`src/rtl/round_controller.sv`:
```
// Match/round sequencer for a two-player light-cycle game: paces countdown,
// play and round-end phases on frame ticks and keeps saturating round scores.
module round_controller #(
    parameter int WIN_SCORE   = 5,
    parameter int COUNT_TICKS = 3,
    parameter int END_TICKS   = 2
) (
    input  logic       clk,
    input  logic       clear_b,
    input  logic       start,
    input  logic       tick,
    input  logic       crash_p1,
    input  logic       crash_p2,
    output logic       run,
    output logic       clear_arena,
    output logic [3:0] countdown,
    output logic [3:0] score1,
    output logic [3:0] score2,
    output logic [1:0] round_result,
    output logic       match_over,
    output logic [2:0] state
);

    typedef enum logic [2:0] {
        ST_IDLE       = 3'd0,
        ST_COUNTDOWN  = 3'd1,
        ST_PLAY       = 3'd2,
        ST_ROUND_END  = 3'd3,
        ST_MATCH_OVER = 3'd4
    } state_t;

    localparam logic [3:0] COUNT_INIT = 4'(COUNT_TICKS);
    localparam logic [3:0] END_INIT   = 4'(END_TICKS);
    localparam logic [3:0] WIN        = 4'(WIN_SCORE);
    localparam logic [3:0] SCORE_MAX  = 4'd9;

    state_t     state_reg, state_next;
    logic [3:0] count_reg, count_next;
    logic [3:0] end_reg, end_next;
    logic [3:0] score1_reg, score1_next;
    logic [3:0] score2_reg, score2_next;
    logic [1:0] result_reg, result_next;
    logic       clear_reg, clear_next;
    logic       run_reg, match_over_reg;

    always_comb begin
        state_next  = state_reg;
        count_next  = count_reg;
        end_next    = end_reg;
        score1_next = score1_reg;
        score2_next = score2_reg;
        result_next = result_reg;
        clear_next  = 1'b0;

        case (state_reg)
            ST_IDLE: begin
                if (start) begin
                    state_next  = ST_COUNTDOWN;
                    count_next  = COUNT_INIT;
                    result_next = 2'b00;
                    clear_next  = 1'b1;
                end
            end
            ST_COUNTDOWN: begin
                if (tick) begin
                    if (count_reg <= 4'd1) begin
                        state_next = ST_PLAY;
                        count_next = 4'd0;
                    end else begin
                        count_next = count_reg - 4'd1;
                    end
                end
            end
            ST_PLAY: begin
                // The crashing player loses the round; a simultaneous crash is a draw.
                if (crash_p1 || crash_p2) begin
                    state_next  = ST_ROUND_END;
                    end_next    = END_INIT;
                    result_next = {crash_p1, crash_p2};
                    if (crash_p1 && !crash_p2 && score2_reg < SCORE_MAX)
                        score2_next = score2_reg + 4'd1;
                    if (crash_p2 && !crash_p1 && score1_reg < SCORE_MAX)
                        score1_next = score1_reg + 4'd1;
                end
            end
            ST_ROUND_END: begin
                if (tick) begin
                    if (end_reg <= 4'd1) begin
                        end_next = 4'd0;
                        if (score1_reg == WIN || score2_reg == WIN) begin
                            state_next = ST_MATCH_OVER;
                        end else begin
                            state_next  = ST_COUNTDOWN;
                            count_next  = COUNT_INIT;
                            result_next = 2'b00;
                            clear_next  = 1'b1;
                        end
                    end else begin
                        end_next = end_reg - 4'd1;
                    end
                end
            end
            ST_MATCH_OVER: begin
                if (start) begin
                    state_next  = ST_COUNTDOWN;
                    count_next  = COUNT_INIT;
                    score1_next = 4'd0;
                    score2_next = 4'd0;
                    result_next = 2'b00;
                    clear_next  = 1'b1;
                end
            end
            default: begin
                state_next = ST_IDLE;
                count_next = 4'd0;
                end_next   = 4'd0;
            end
        endcase
    end

    // Phase-decoded outputs are registered from the next state so they line up with state.
    always_ff @(posedge clk or negedge clear_b) begin
        if (!clear_b) begin
            state_reg      <= ST_IDLE;
            count_reg      <= 4'd0;
            end_reg        <= 4'd0;
            score1_reg     <= 4'd0;
            score2_reg     <= 4'd0;
            result_reg     <= 2'b00;
            clear_reg      <= 1'b0;
            run_reg        <= 1'b0;
            match_over_reg <= 1'b0;
        end else begin
            state_reg      <= state_next;
            count_reg      <= count_next;
            end_reg        <= end_next;
            score1_reg     <= score1_next;
            score2_reg     <= score2_next;
            result_reg     <= result_next;
            clear_reg      <= clear_next;
            run_reg        <= (state_next == ST_PLAY);
            match_over_reg <= (state_next == ST_MATCH_OVER);
        end
    end

    assign run          = run_reg;
    assign match_over   = match_over_reg;
    assign clear_arena  = clear_reg;
    assign countdown    = count_reg;
    assign score1       = score1_reg;
    assign score2       = score2_reg;
    assign round_result = result_reg;
    assign state        = state_reg;

endmodule

```
`config.mk`:
```
export PLATFORM = sky130hd
export DESIGN_NAME = round_controller
export DESIGN_NICKNAME = d
export VERILOG_FILES = /design/src/rtl/round_controller.sv
export SDC_FILE = /design/constraint.sdc
export NUM_CORES = 1
export LEC_CHECK = 0
export CORE_AREA = 2 2 53 79
export CTS_BUF_LIST = sky130_fd_sc_hd__clkbuf_16
export CTS_CLUSTER_SIZE = 8
export DETAILED_ROUTE_END_ITERATION = 12
export DIE_AREA = 0 0 55 81
export PLACE_DENSITY = 0.63
export SKIP_LAST_GASP = 1
export SLEW_MARGIN = 20
export SYNTH_ARGS = -nofsm -noshare
export SYNTH_HDL_FRONTEND = slang
export SYNTH_SLANG_ARGS = --single-unit
```
`constraint.sdc`:
```
create_clock -name clk -period 2 [get_ports clk]
set_input_delay 0.4 -clock clk [delete_from_list [all_inputs] [get_ports clk]]
set_output_delay 0.4 -clock clk [all_outputs]
set_load 0.005 [all_outputs]
```
==> impl_results.md <==
* DIE AREA at between 4000 and 5000 um2
* Post-route minimum period at 1862 ps
* Max H-tree Level at 1
* Syn nets at about 180
* DRT iter0 DRCs at 34
* Cell Area, Synth at 1518 um2
* Starting Density at 39.38%
* Synth area leaders: dfrtp_1, ha_1, a21oi_1
* Initial antenna violation count at 0
* CP startpoint: tick
* Total CTS buffers at 3
* Pint at 0.001731 W
* Fin Hold WS at 505.3 ps
* Reg2Reg Setup Slack at around 170 ps
* Most common cell after layout, fill and taps aside: clkdlybuf4s50_1
* Hold violation total from the final report at 0
* Dpl hpwl at 2840 um
* Comb pwr share at 52.4%
* Clk buf depth at 2
* Power per cell area at 1380 nW/um2
* Setup Crit Path Kind: input pin to flip-flop
* Worst Path Required at around 2200 ps
* Placed cells at 244
* TritonCTS clock tree: done
* Vias in the first global route at 1378
* # clock sinks at 24
* Global-route wire length before repair at 6085 um
* Final Max Slew Viols at 0
* Worst Clk Skew at 3.943 ps
* Root Buffer: clkbuf_16
* FF/Latch Area at between 600 and 700 um2
* Syn Area/Cell at 9.427 um2
* Total gr overflow at 0
* Psw at 0.001044 W
* Ys Warns at 0
* Unrepaired setup endpoints after global routing: no
* Most frequent cells in the layout: clkdlybuf4s50_1, dfrtp_1, buf_4
* Post-Layout Cell Count at roughly 250
* CP Launch Type: input pin
* Wirelength per Cell at 14.74 um
* Average via count per standard cell at 5.512
* Async SR Flop Fraction at 100.0%
* Peak VDD IR at 797.5 uV
* FP Rows at 28
* Pin count of the biggest net entering global routing at 25
* Multi-input gate area at 839.6 um2
* Top_reg_cell synth: dfrtp_1
* Clock share of power at 15.9%
* RR Startpoint: score2[0]
* Fillers at 364
* # setup viols final at 0
* Share of cells above drive strength 1 at between 10% and 20%
* Slew @ Worst Pin at 418.2 ps
* Max Fclk at 537.0 MHz
* Reg2reg end: score2[2]
* Antenna diode count at 0
* Hold Buf Count CTS at 0
* Reg2Reg Depth at 6
* Worst-path clk slew at ~60 ps
* Antenna-violating nets left at 0
* Core ar. at 3854 um2
* Post-synth EDFFs at 0
* Worst Path Arrival at 2050 ps
* Pre-antenna DRT Iters at 4
* Area grow syn2layout at 32.48%
* Min-delay worst type: input pin to asynchronous set/reset pin
* Vias at 1367
* Top-level I/O count at 26
* Net Sw Frac at 37.62%
* Syn Inst Count at 161
* Drt drc at 0
* Seq/Total Area, Yosys at 39.57%
* Die width at 55 um
* Status: complete, no violations
* Gr usage total at 18.57%
* Post-synth cell types at 43
* Area leader, netlist: dfrtp_1
* Max cap viols at 0
* Post-Route WL at 3656 um
* P_leak at 0.8997 nW
* Sequential power share at roughly a third
* Setup_tns at 0 ps
* Clk_lat worst skew at 260 ps
* Die height at around 80 um
* Crit Path Max Fanout at 6
* Final Cycle Share at about 93%
* Power Total at 0.002775 W
* Relative slew slack at about 72%
* Area fraction of the dominant cell type after synthesis at 39.57%
* Crit end category: flip-flop
* Layout Nets at 220
* Flops & latches, synth at 24
* Buffers added on ports at 25
* GPL Wtd Cong at 0.8062
[worst max-delay path, cell delays in order]
cell and delay, ps:
clkdlybuf4s50_1 570, nand2_1 130, or4_4 530, a211o_1 300
a21oi_1 110
[cell usage after synthesis, drive strengths merged, types with 2 or more instances]
| master | number |
|---|---|
| o21ai | 7 |
| buf | 4 |
| a32o | 2 |
| nor3 | 2 |
| o22ai | 3 |
| nor2 | 7 |
| nand3b | 3 |
| a21o | 3 |
| a211o | 3 |
| a21oi | 14 |
| nor2b | 4 |
| nor4 | 3 |
| o21bai | 2 |
| nand2b | 8 |
| nand2 | 13 |
| inv | 13 |
| dfrtp | 24 |
| nand3 | 4 |
| ha | 10 |
| a211oi | 3 |
| mux2i | 3 |
| o41ai | 2 |
| or3 | 2 |
| o21a | 2 |
| or2 | 2 |
| mux2 | 5 |
| nor3b | 2 |
[power by group through the flow]
stage | clock, W | sequential (W) | combinational (W)
after floorplan | 0 | 0.000849 | 0.000836
after global placement | 0 | 0.000877 | 0.00142
after detailed placement | 0 | 0.000885 | 0.00146
after CTS | 0.000450 | 0.000880 | 0.00147
after global routing | 0.000462 | 0.000915 | 0.00164
final | 0.000441 | 0.000879 | 0.00146
[how the worst max path moves through the flow]
stage	endpoint	slack, ps
6_report	run	140
5_1_grt	run	40
4_1_cts	state[1]	30
3_5_place_dp	run	-130
3_3_place_gp	run	-70
2_1_floorplan	score2[0]	220
[layer usage]
metal	track usage [%]	vias to the layer above	routed length (um)
li1	-	669	-
met1	20.61	665	1389
met5	0	-	0
met2	34.64	28	2091
met4	6.098	0	49
met3	2.390	5	125
[repair_timing]
action,CTS,global route
endpoints found under the setup margin,0,1
gates resized for setup,0,1
setup buffers,0,0
[cell type report]
cell class / count / area share, %
Multi-Input combinational cell: 119 / 41.75
Sequential cell: 24 / 29.93
Timing Repair Buffer: 43 / 19.17
Clock buffer: 3 / 3.734
Tap cell: 45 / 2.800
Inverter: 13 / 2.427
Clock inverter: 1 / 0.1867
[per-stage QoR]
stage / util (%) / cell area [um2] / setup WS [ps]
after floorplan: - / 1518 / 218.4
after global placement: 50.10 / 1931 / -66.37
after detailed placement: 50.10 / 1931 / -130.1
after CTS: 52.14 / 2009 / 27.24
after global routing: 52.18 / 2011 / 43.31
final: 52.18 / 2011 / 137.9
[cell families (layout without fill, tap and decap cells)]
kind of cell | after synthesis | count (layout) | synth area share, %
mux | 8 | 8 | 5.688
simple gates | 54 | 54 | 20.28
compound gates | 47 | 47 | 21.10
flops | 24 | 24 | 39.57
fa+ha+maj | 10 | 10 | 8.244
buf+inv | 18 | 60 | 5.111
No activity file was read; power rests on OpenSTA's default activity.
